`config.mk`:
```
export PLATFORM = sky130hd
export DESIGN_NAME = lcd_rom_writer
export DESIGN_NICKNAME = d
export VERILOG_FILES = /design/src/rtl/lcd_rom_writer.sv
export SDC_FILE = /design/constraint.sdc
export NUM_CORES = 1
export LEC_CHECK = 0
export ABC_AREA = 1
export BUFFER_PORTS_ARGS = -buffer_cell sky130_fd_sc_hd__buf_2
export CAP_MARGIN = 15
export CORE_MARGIN = 2
export CORE_UTILIZATION = 60
export DETAILED_ROUTE_END_ITERATION = 7
export PLACE_DENSITY = 0.81
export SYNTH_ARGS = -nofsm -noshare
export SYNTH_HDL_FRONTEND = slang
export SYNTH_SLANG_ARGS = --single-unit
export TNS_END_PERCENT = 1
```
`constraint.sdc`:
```
create_clock -name clock -period 2.87 [get_ports clock]
set_input_delay 0 -clock clock [delete_from_list [all_inputs] [get_ports clock]]
set_output_delay 0 -clock clock [all_outputs]
set_load 0.005 [all_outputs]
```
`src/rtl/lcd_rom_writer.sv`:
```
// HD44780 8-bit LCD refresher: power-on delay, init commands, then rewrites all
// 32 characters from a registered character ROM on each start request.
module lcd_rom_writer #(
  parameter int POWERON_CYC    = 1_000_000,
  parameter int E_PULSE_CYC    = 25,
  parameter int CMD_WAIT_CYC   = 2500,
  parameter int CLEAR_WAIT_CYC = 100_000
) (
  input  logic       clock,
  input  logic       reset,
  input  logic       start,
  output logic [4:0] romAddr,
  input  logic [7:0] romData,
  output logic       lcd_rs,
  output logic       lcd_rw,
  output logic       lcd_en,
  output logic [7:0] lcd_data,
  output logic       busy,
  output logic       done
);

  localparam int MAX_A   = (POWERON_CYC > E_PULSE_CYC) ? POWERON_CYC : E_PULSE_CYC;
  localparam int MAX_B   = (CMD_WAIT_CYC > CLEAR_WAIT_CYC) ? CMD_WAIT_CYC : CLEAR_WAIT_CYC;
  localparam int CNT_MAX = (MAX_A > MAX_B) ? MAX_A : MAX_B;
  localparam int CNT_W   = $clog2(CNT_MAX + 1);

  localparam logic [CNT_W-1:0] POWERON_LAST = CNT_W'(POWERON_CYC - 1);
  localparam logic [CNT_W-1:0] PULSE_LAST   = CNT_W'(E_PULSE_CYC - 1);
  localparam logic [CNT_W-1:0] CMD_LAST     = CNT_W'(CMD_WAIT_CYC - 1);
  localparam logic [CNT_W-1:0] CLEAR_LAST   = CNT_W'(CLEAR_WAIT_CYC - 1);
  localparam logic [CNT_W-1:0] FETCH_LAST   = CNT_W'(1);

  typedef enum logic [2:0] {
    S_POWERON, S_INIT, S_IDLE, S_LINE_CMD, S_FETCH, S_WRITE, S_DONE
  } state_t;

  typedef enum logic [1:0] {PH_SETUP, PH_PULSE, PH_WAIT} phase_t;

  state_t           r_state,    w_state_nxt;
  phase_t           r_phase,    w_phase_nxt;
  logic [CNT_W-1:0] r_cnt,      w_cnt_nxt;
  logic [1:0]       r_init_idx, w_init_idx_nxt;
  logic [4:0]       r_addr,     w_addr_nxt;
  logic [7:0]       r_char,     w_char_nxt;
  logic             r_pending,  w_pending_nxt;

  logic             w_in_byte;
  logic             w_byte_end;
  logic             w_rs;
  logic [7:0]       w_byte;
  logic [CNT_W-1:0] w_wait_last;

  function automatic logic [7:0] init_cmd(input logic [1:0] idx);
    case (idx)
      2'd0:    return 8'h38;
      2'd1:    return 8'h0C;
      2'd2:    return 8'h06;
      default: return 8'h01;
    endcase
  endfunction

  always_ff @(posedge clock) begin
    if (reset) begin
      r_state    <= S_POWERON;
      r_phase    <= PH_SETUP;
      r_cnt      <= '0;
      r_init_idx <= '0;
      r_addr     <= '0;
      r_char     <= '0;
      r_pending  <= 1'b0;
    end else begin
      r_state    <= w_state_nxt;
      r_phase    <= w_phase_nxt;
      r_cnt      <= w_cnt_nxt;
      r_init_idx <= w_init_idx_nxt;
      r_addr     <= w_addr_nxt;
      r_char     <= w_char_nxt;
      r_pending  <= w_pending_nxt;
    end
  end

  assign w_in_byte   = (r_state == S_INIT) || (r_state == S_LINE_CMD) || (r_state == S_WRITE);
  assign w_wait_last = (!w_rs && w_byte == 8'h01) ? CLEAR_LAST : CMD_LAST;

  always_comb begin
    // NOTE: every comb output gets a default first so no path leaves it unassigned (no latch).
    w_state_nxt    = r_state;
    w_phase_nxt    = r_phase;
    w_cnt_nxt      = r_cnt;
    w_init_idx_nxt = r_init_idx;
    w_addr_nxt     = r_addr;
    w_char_nxt     = r_char;
    w_pending_nxt  = r_pending;
    w_byte_end     = 1'b0;

    // Per-byte timing: one setup cycle, enable pulse, then the settle wait.
    if (w_in_byte) begin
      unique case (r_phase)
        PH_SETUP: begin
          w_phase_nxt = PH_PULSE;
          w_cnt_nxt   = '0;
        end
        PH_PULSE: begin
          if (r_cnt == PULSE_LAST) begin
            w_phase_nxt = PH_WAIT;
            w_cnt_nxt   = '0;
          end else begin
            w_cnt_nxt = r_cnt + CNT_W'(1);
          end
        end
        PH_WAIT: begin
          if (r_cnt == w_wait_last) begin
            w_byte_end  = 1'b1;
            w_phase_nxt = PH_SETUP;
            w_cnt_nxt   = '0;
          end else begin
            w_cnt_nxt = r_cnt + CNT_W'(1);
          end
        end
        default: w_phase_nxt = PH_SETUP;
      endcase
    end

    unique case (r_state)
      S_POWERON: begin
        w_pending_nxt = r_pending | start;
        if (r_cnt == POWERON_LAST) begin
          w_state_nxt    = S_INIT;
          w_phase_nxt    = PH_SETUP;
          w_cnt_nxt      = '0;
          w_init_idx_nxt = '0;
        end else begin
          w_cnt_nxt = r_cnt + CNT_W'(1);
        end
      end
      S_INIT: begin
        w_pending_nxt = r_pending | start;
        if (w_byte_end) begin
          if (r_init_idx == 2'd3) w_state_nxt = S_IDLE;
          else                    w_init_idx_nxt = r_init_idx + 2'd1;
        end
      end
      S_IDLE: begin
        if (start || r_pending) begin
          w_state_nxt   = S_LINE_CMD;
          w_addr_nxt    = '0;
          w_pending_nxt = 1'b0;
          w_phase_nxt   = PH_SETUP;
          w_cnt_nxt     = '0;
        end
      end
      S_LINE_CMD: begin
        if (w_byte_end) w_state_nxt = S_FETCH;
      end
      // The ROM output is registered: capture on the second edge after romAddr settles.
      S_FETCH: begin
        if (r_cnt == FETCH_LAST) begin
          w_char_nxt  = romData;
          w_state_nxt = S_WRITE;
          w_phase_nxt = PH_SETUP;
          w_cnt_nxt   = '0;
        end else begin
          w_cnt_nxt = r_cnt + CNT_W'(1);
        end
      end
      S_WRITE: begin
        if (w_byte_end) begin
          if (r_addr == 5'd31) begin
            w_state_nxt = S_DONE;
          end else begin
            w_addr_nxt  = r_addr + 5'd1;
            w_state_nxt = (r_addr == 5'd15) ? S_LINE_CMD : S_FETCH;
          end
        end
      end
      S_DONE:  w_state_nxt = S_IDLE;
      default: w_state_nxt = S_POWERON;
    endcase
  end

  // The line-address command follows romAddr bit 4: 0x80 for line 1, 0xC0 for line 2.
  always_comb begin
    w_byte = 8'h00;
    w_rs   = 1'b0;
    unique case (r_state)
      S_INIT:     w_byte = init_cmd(r_init_idx);
      S_LINE_CMD: w_byte = r_addr[4] ? 8'hC0 : 8'h80;
      S_WRITE: begin
        w_byte = r_char;
        w_rs   = 1'b1;
      end
      default: ;
    endcase
    lcd_data = w_byte;
    lcd_rs   = w_rs;
    lcd_rw   = 1'b0;
    lcd_en   = w_in_byte && (r_phase == PH_PULSE);
    romAddr  = r_addr;
    busy     = (r_state != S_IDLE);
    done     = (r_state == S_DONE);
  end

endmodule

```
-- Word-level counts from Yosys, hierarchy flattened
Index checks and enable logic that the tools add are counted.
W data, S select, Z words.
- flip-flop bits (word level): 41
- latch bits: 0
- memory bits (writable): 0
- ROM bits: 0
- output and inout port bits: 18
- memories: 0
- add/sub/neg operators: 3
- $mul: 0
- div/mod/pow operators: 0
- $lt $le $gt $ge: 0
- eq/ne operators: 28
- shifts and indexed selects: 0
- muxes and demuxes: 44
- bitwise logic cells: 1
- reductions and logical operators: 18
- operators with widths (kind ; number):
    $mux W20 ; 6
    $pmux W20 S3 ; 2
    $mux W3 ; 9
    $pmux W8 S3 ; 1
    $pmux W3 S7 ; 1
    $add A20 B1 Y20 const B ; 1
    $eq A20 B1 Y1 const B ; 1
    $eq A20 B17 Y1 ; 1
    $eq A20 B20 Y1 const B ; 1
    $eq A20 B5 Y1 const B ; 1
    $mux W2 ; 9
    $pmux W6 S3 ; 1
    $mux W17 ; 1
    $ne A2 B2 Y1 const B ; 8
    $mux W5 ; 3
    $pmux W2 S3 ; 2
    $pmux W5 S2 ; 1
    $eq A3 B3 Y1 const B ; 3
    $eq A8 B1 Y1 const B ; 1
    $reduce_and A4 Y1 ; 2
    $mux W7 ; 1
    $reduce_and A7 Y1 ; 1
    $eq A2 B2 Y1 const B ; 3
    $eq A3 B2 Y1 const B ; 2
    other kinds (20) ; 32

-- Depth between registers and ports, before layout
- depth in word-level cells: 12
- depth in mapped cells: 18

-- Worst setup path after synthesis
Ideal clock, no wire load.
- path kind: reg2reg
- start: reg r_init_idx[0]
- end: reg r_cnt[2]
- arrival time: 1813 ps
- required time: 2738 ps
- setup slack: 925 ps
- stages on the path, launching flop included: 16
- period minus slack after synthesis: 1945 ps
- cell sequence: dfxtp_1 inv_1 ha_1 nand3_1 nand2_1 nor2_4 nand3_1 nand2_1 nand2_2 o21ai_1 nand2_2 buf_6 nand3_1 nand2_1 nand2_1 a21oi_1
- word-level cells in the longest chain between the ends: 12
- elaborated cells between the ends (all ways): 14
- those cells by class: eq/ne: 4; mux: 8; reduce/logical: 2
- ends and longest elaborated chain (what ; RTL line ; source):
    start, declared ; 42 ; logic [1:0] r_init_idx, w_init_idx_nxt;
    start signal, assigned ; 75 ; r_init_idx <= w_init_idx_nxt;
    $eq A2 B2 Y1, or another cell as far along ; 54 ; case (idx)
    $pmux W6 S3 * ; 54 ;
    $pmux W8 S3 * ; 185 ; unique case (r_state)
    via lcd_data[2] ; 17 ; output logic [7:0] lcd_data,
    $eq A8 B1 Y1 * ; 83 ; assign w_wait_last = (!w_rs && w_byte == 8'h01) ? CLEAR_LAST : CMD_LAST;
    $logic_and A1 B1 Y1 * ; 83 ;
    $mux W17 * ; 83 ;
    $eq A20 B17 Y1 * ; 112 ; if (r_cnt == w_wait_last) begin
    $mux W20 * ; 112 ;
    $pmux W20 S3 * ; 98 ; unique case (r_phase)
    $mux W20 * ; 97 ; if (w_in_byte) begin
    $mux W20 ; 144 ; if (start || r_pending) begin
    $pmux W20 S3 * ; 124 ; unique case (r_state)
    end signal, assigned ; 74 ; r_cnt <= w_cnt_nxt;
    end, declared ; 41 ; logic [CNT_W-1:0] r_cnt, w_cnt_nxt;
The timed path passes the listed nets; every way through them passes the cells marked *.
A chain may end at the register's enable or synchronous reset.

-- Worst setup path after layout
- start: reg r_state[0]
- end: reg r_cnt[19]
- word-level cells in the longest chain between the ends: 11
- elaborated cells between the ends (all ways): 20
- those cells by class: eq/ne: 7; mux: 8; reduce/logical: 5
- ends and longest elaborated chain (what ; RTL line ; source):
    start, declared ; 39 ; state_t r_state, w_state_nxt;
    start signal, assigned ; 72 ; r_state <= w_state_nxt;
    $eq A3 B3 Y1, or another cell as far along ; 82, 185 ;
    $pmux W8 S3 or $mux W1 (tied branches) ; 185 ;
    $eq A8 B1 Y1 or $logic_not A1 Y1 (tied branches) ; 83 ;
    $logic_and A1 B1 Y1 ; 83 ;
    $mux W17 ; 83 ;
    $eq A20 B17 Y1 ; 112 ;
    $mux W20 ; 112 ;
    $pmux W20 S3 ; 98 ;
    $mux W20 ; 97 ;
    $mux W20 ; 144 ;
    $pmux W20 S3 * ; 124 ;
Every way passes the cells marked *; elsewhere a longest branch is shown, timed or not.

==> metrics.yaml <==
finalPower_mw: 2.53
cts.reportedPaths.clkPinSlew_ps: 80
antenna_cells: 0
grt_pass1_wl_um: 11900
io_buffers: 27
firstDrtPassIters: 4
holdWs_ps: 3.99
synth.net_count: 481
run_status: "finished, final reports clean"
worstSetupEndpointType: "register"
die_w_um: 74.4
cpMostUsedCell: "nand2_2"
syn2layout_area_growth_pct: 8.59
worstMarginPinSlew_ps: 620
ioPinCount: 29
slew_headroom: 0.586
pre_cts_ws_ps: 506
routabilityCongestion: 0.948
busiest_layer: "met2"
max_freq_mhz: 415
path_class: "register to register"
grt-ovfl-total: 0
yosys.area.top_type: "dfxtp_1"
grt_max_degree: 30
critPathMaxFanout: 16
cts_tree: "yes"
drt-wirelength-per-cell_um: 13.1
layout_commonest_cell: "nand2_1"
dieArea_um2: 5530
critPathLaunchType: "register"
critPathMaxStageDelay_ps: 720
drive_gt1_frac: 0.159
post_cts_buffers: 0
fin_crit_ps: 2410
grt.met3_usage: 0.0528
cts_buffers: 5
ctsResizeCount: 0
synth_edf_count: 0
ys_seq_area_frac: 0.276
cts-root-buf: "clkbuf_8"
rows: 25
setup_violations: 0
p_leak_nw: 1.47
ys.flop_type: "dfxtp_1"
final_core_util: 0.679
htreeDepth: 2
yosys_warnings: 0
netlist_area_um2: 2970
drt_iter0_markers: 211
required_ps: 3030
synthCells: 458
fin_tns_setup_ps: 0
fin_nets: 500
synth_cell_types: 39
start_util: 0.625
cpMaxStageDelayCell: "dfxtp_1"
hold_buffers: 0
reg2reg_to: "r_cnt[19]"
die_height_um: 74.4
rsz0062_at_grt: "false"
crit_arrival_ps: 2570
max_cap_violations: 0
async_flop_share: 0
max-vdd-ir-drop_mv: 0.499
ys_ff_latch: 41
r2r_start: "r_state[0]"
clockBufferDepth: 2
worst_slack_ps: 460
grt_usage: 0.273
vias: 3006
coreArea_um2: 4750
powerDensity_nw_per_um2: 784
hold_class: "primary input to register"
antenna_left: 0
route.detailed.drc: 0
ff2ff_path_depth: 13
antenna_found_initial: 0
cts_num_sinks: 41
slew_viol_final: 0
viasPerCell: 5.52
r2r_slack_ps: 460
syn_area_per_cell_um2: 6.49
finClkSkew_ps: 14.2
met1_usage: 0.323
grt_pass1_vias: 2728
clkLatencyLatePin_ps: 300
fill_cells: 451
met2_usage: 0.489
dp_hpwl_um: 5240
layout_common_cells: "nand2_1, nor2_1, nand3_1, inv_1, dfxtp_1"
cp_cell_sequence: "nand4_1, nand2_2, inv_4, nor2_4, nand3_1, nand2_1, nand2_2, o21ai_1, nand2_2, nand2_1, nand2_2, nand3_1, a21oi_1"
synth_area_leaders: "dfxtp_1, nand2_1, nand3_1"
hold_depth: 3
synthDominantCellAreaShare: 0.276
final-hold-violation-count: 0
min_period_over_period: 0.840
drt-total-wl_um: 7170
holdPathEnd: "r_char[7]"
min_from: "romData[7]"
cells by family (layout without fill, tap and decap cells):
group           count (synthesis)  in the layout  share of synthesized area
buf+inv                        72             92                      0.104
other cells                     1              1                    0.00126
simple gates                  269            269                      0.435
compound gates                 49             49                     0.0922
xor+xnor                       14             14                     0.0412
flops                          41             41                      0.276
fa+ha+maj                      12             12                     0.0505
registers in the layout, summed over array words and instances (netlist names):
signal      flops
r_cnt          20
r_init_idx      2
r_char          8
r_phase         2
r_pending       1
r_state         3
romAddr         5
cell type report:
class                      instances  area, um^2  area share
clock buffer                       7        86.3      0.0267
clock inverter                     1        30.0     0.00930
inverter                          55         214      0.0663
multi-input combinational        345        1840       0.571
sequential                        41         821       0.254
tap                               67        83.8      0.0260
timing repair buffer              29         150      0.0465
metrics by stage:
stage / instances / cell area (um^2)
CTS: 545 / 3230
detailed placement: 537 / 3110
global placement: 537 / 3110
finish: 545 / 3230
global route: 545 / 3230
floorplan: 458 / 2970
cell usage after synthesis, types with 2 or more instances:
library cell / count
a21oi_1: 29
buf_2: 4
buf_4: 3
buf_6: 2
clkbuf_1: 7
dfxtp_1: 41
ha_1: 12
inv_1: 47
inv_2: 4
inv_4: 3
nand2_1: 101
nand2_2: 10
nand2_4: 4
nand3_1: 49
nand4_1: 9
nand4_2: 2
nor2_1: 50
nor2_2: 6
nor2_4: 4
nor3_1: 23
nor3_2: 2
nor4_1: 4
o211ai_1: 2
o21ai_0: 11
or2_2: 2
xor2_1: 14
metal layers:
metal  wire (um)  share of wire
met5           0              0
met4         131          0.018
met3         360          0.050
met2        3570           0.50
met1        3100           0.43
how the worst max path moves through the flow:
stage,start,to,slack (ps),cells past startpoint
4_1_cts,r_state[0],r_cnt[19],480,13
3_3_place_gp,r_state[0],r_cnt[17],530,13
2_1_floorplan,r_init_idx[0],r_cnt[2],920,15
3_5_place_dp,r_state[0],r_cnt[19],510,13
6_report,r_state[0],r_cnt[19],460,13
5_1_grt,r_state[0],r_cnt[19],230,13
where the power goes:
part | leakage [nW] | total (mW) | switching (mW) | internal, mW
Combinational | 1.08 | 1.23 | 0.848 | 0.384
Sequential | 0.332 | 0.801 | 0.142 | 0.659
Clock | 0.0585 | 0.497 | 0.213 | 0.284
Total | 1.47 | 2.53 | 1.20 | 1.33
critical path, delay by kind of cell, from the launching register on:
family / cells / cell delay (ps)
AO/OA/AOI/OAI: 2 / 260
buffers and inverters: 1 / 40
flip-flops: 1 / 720
AND/OR/NAND/NOR: 10 / 1230
(Power assumes the default switching activity.)
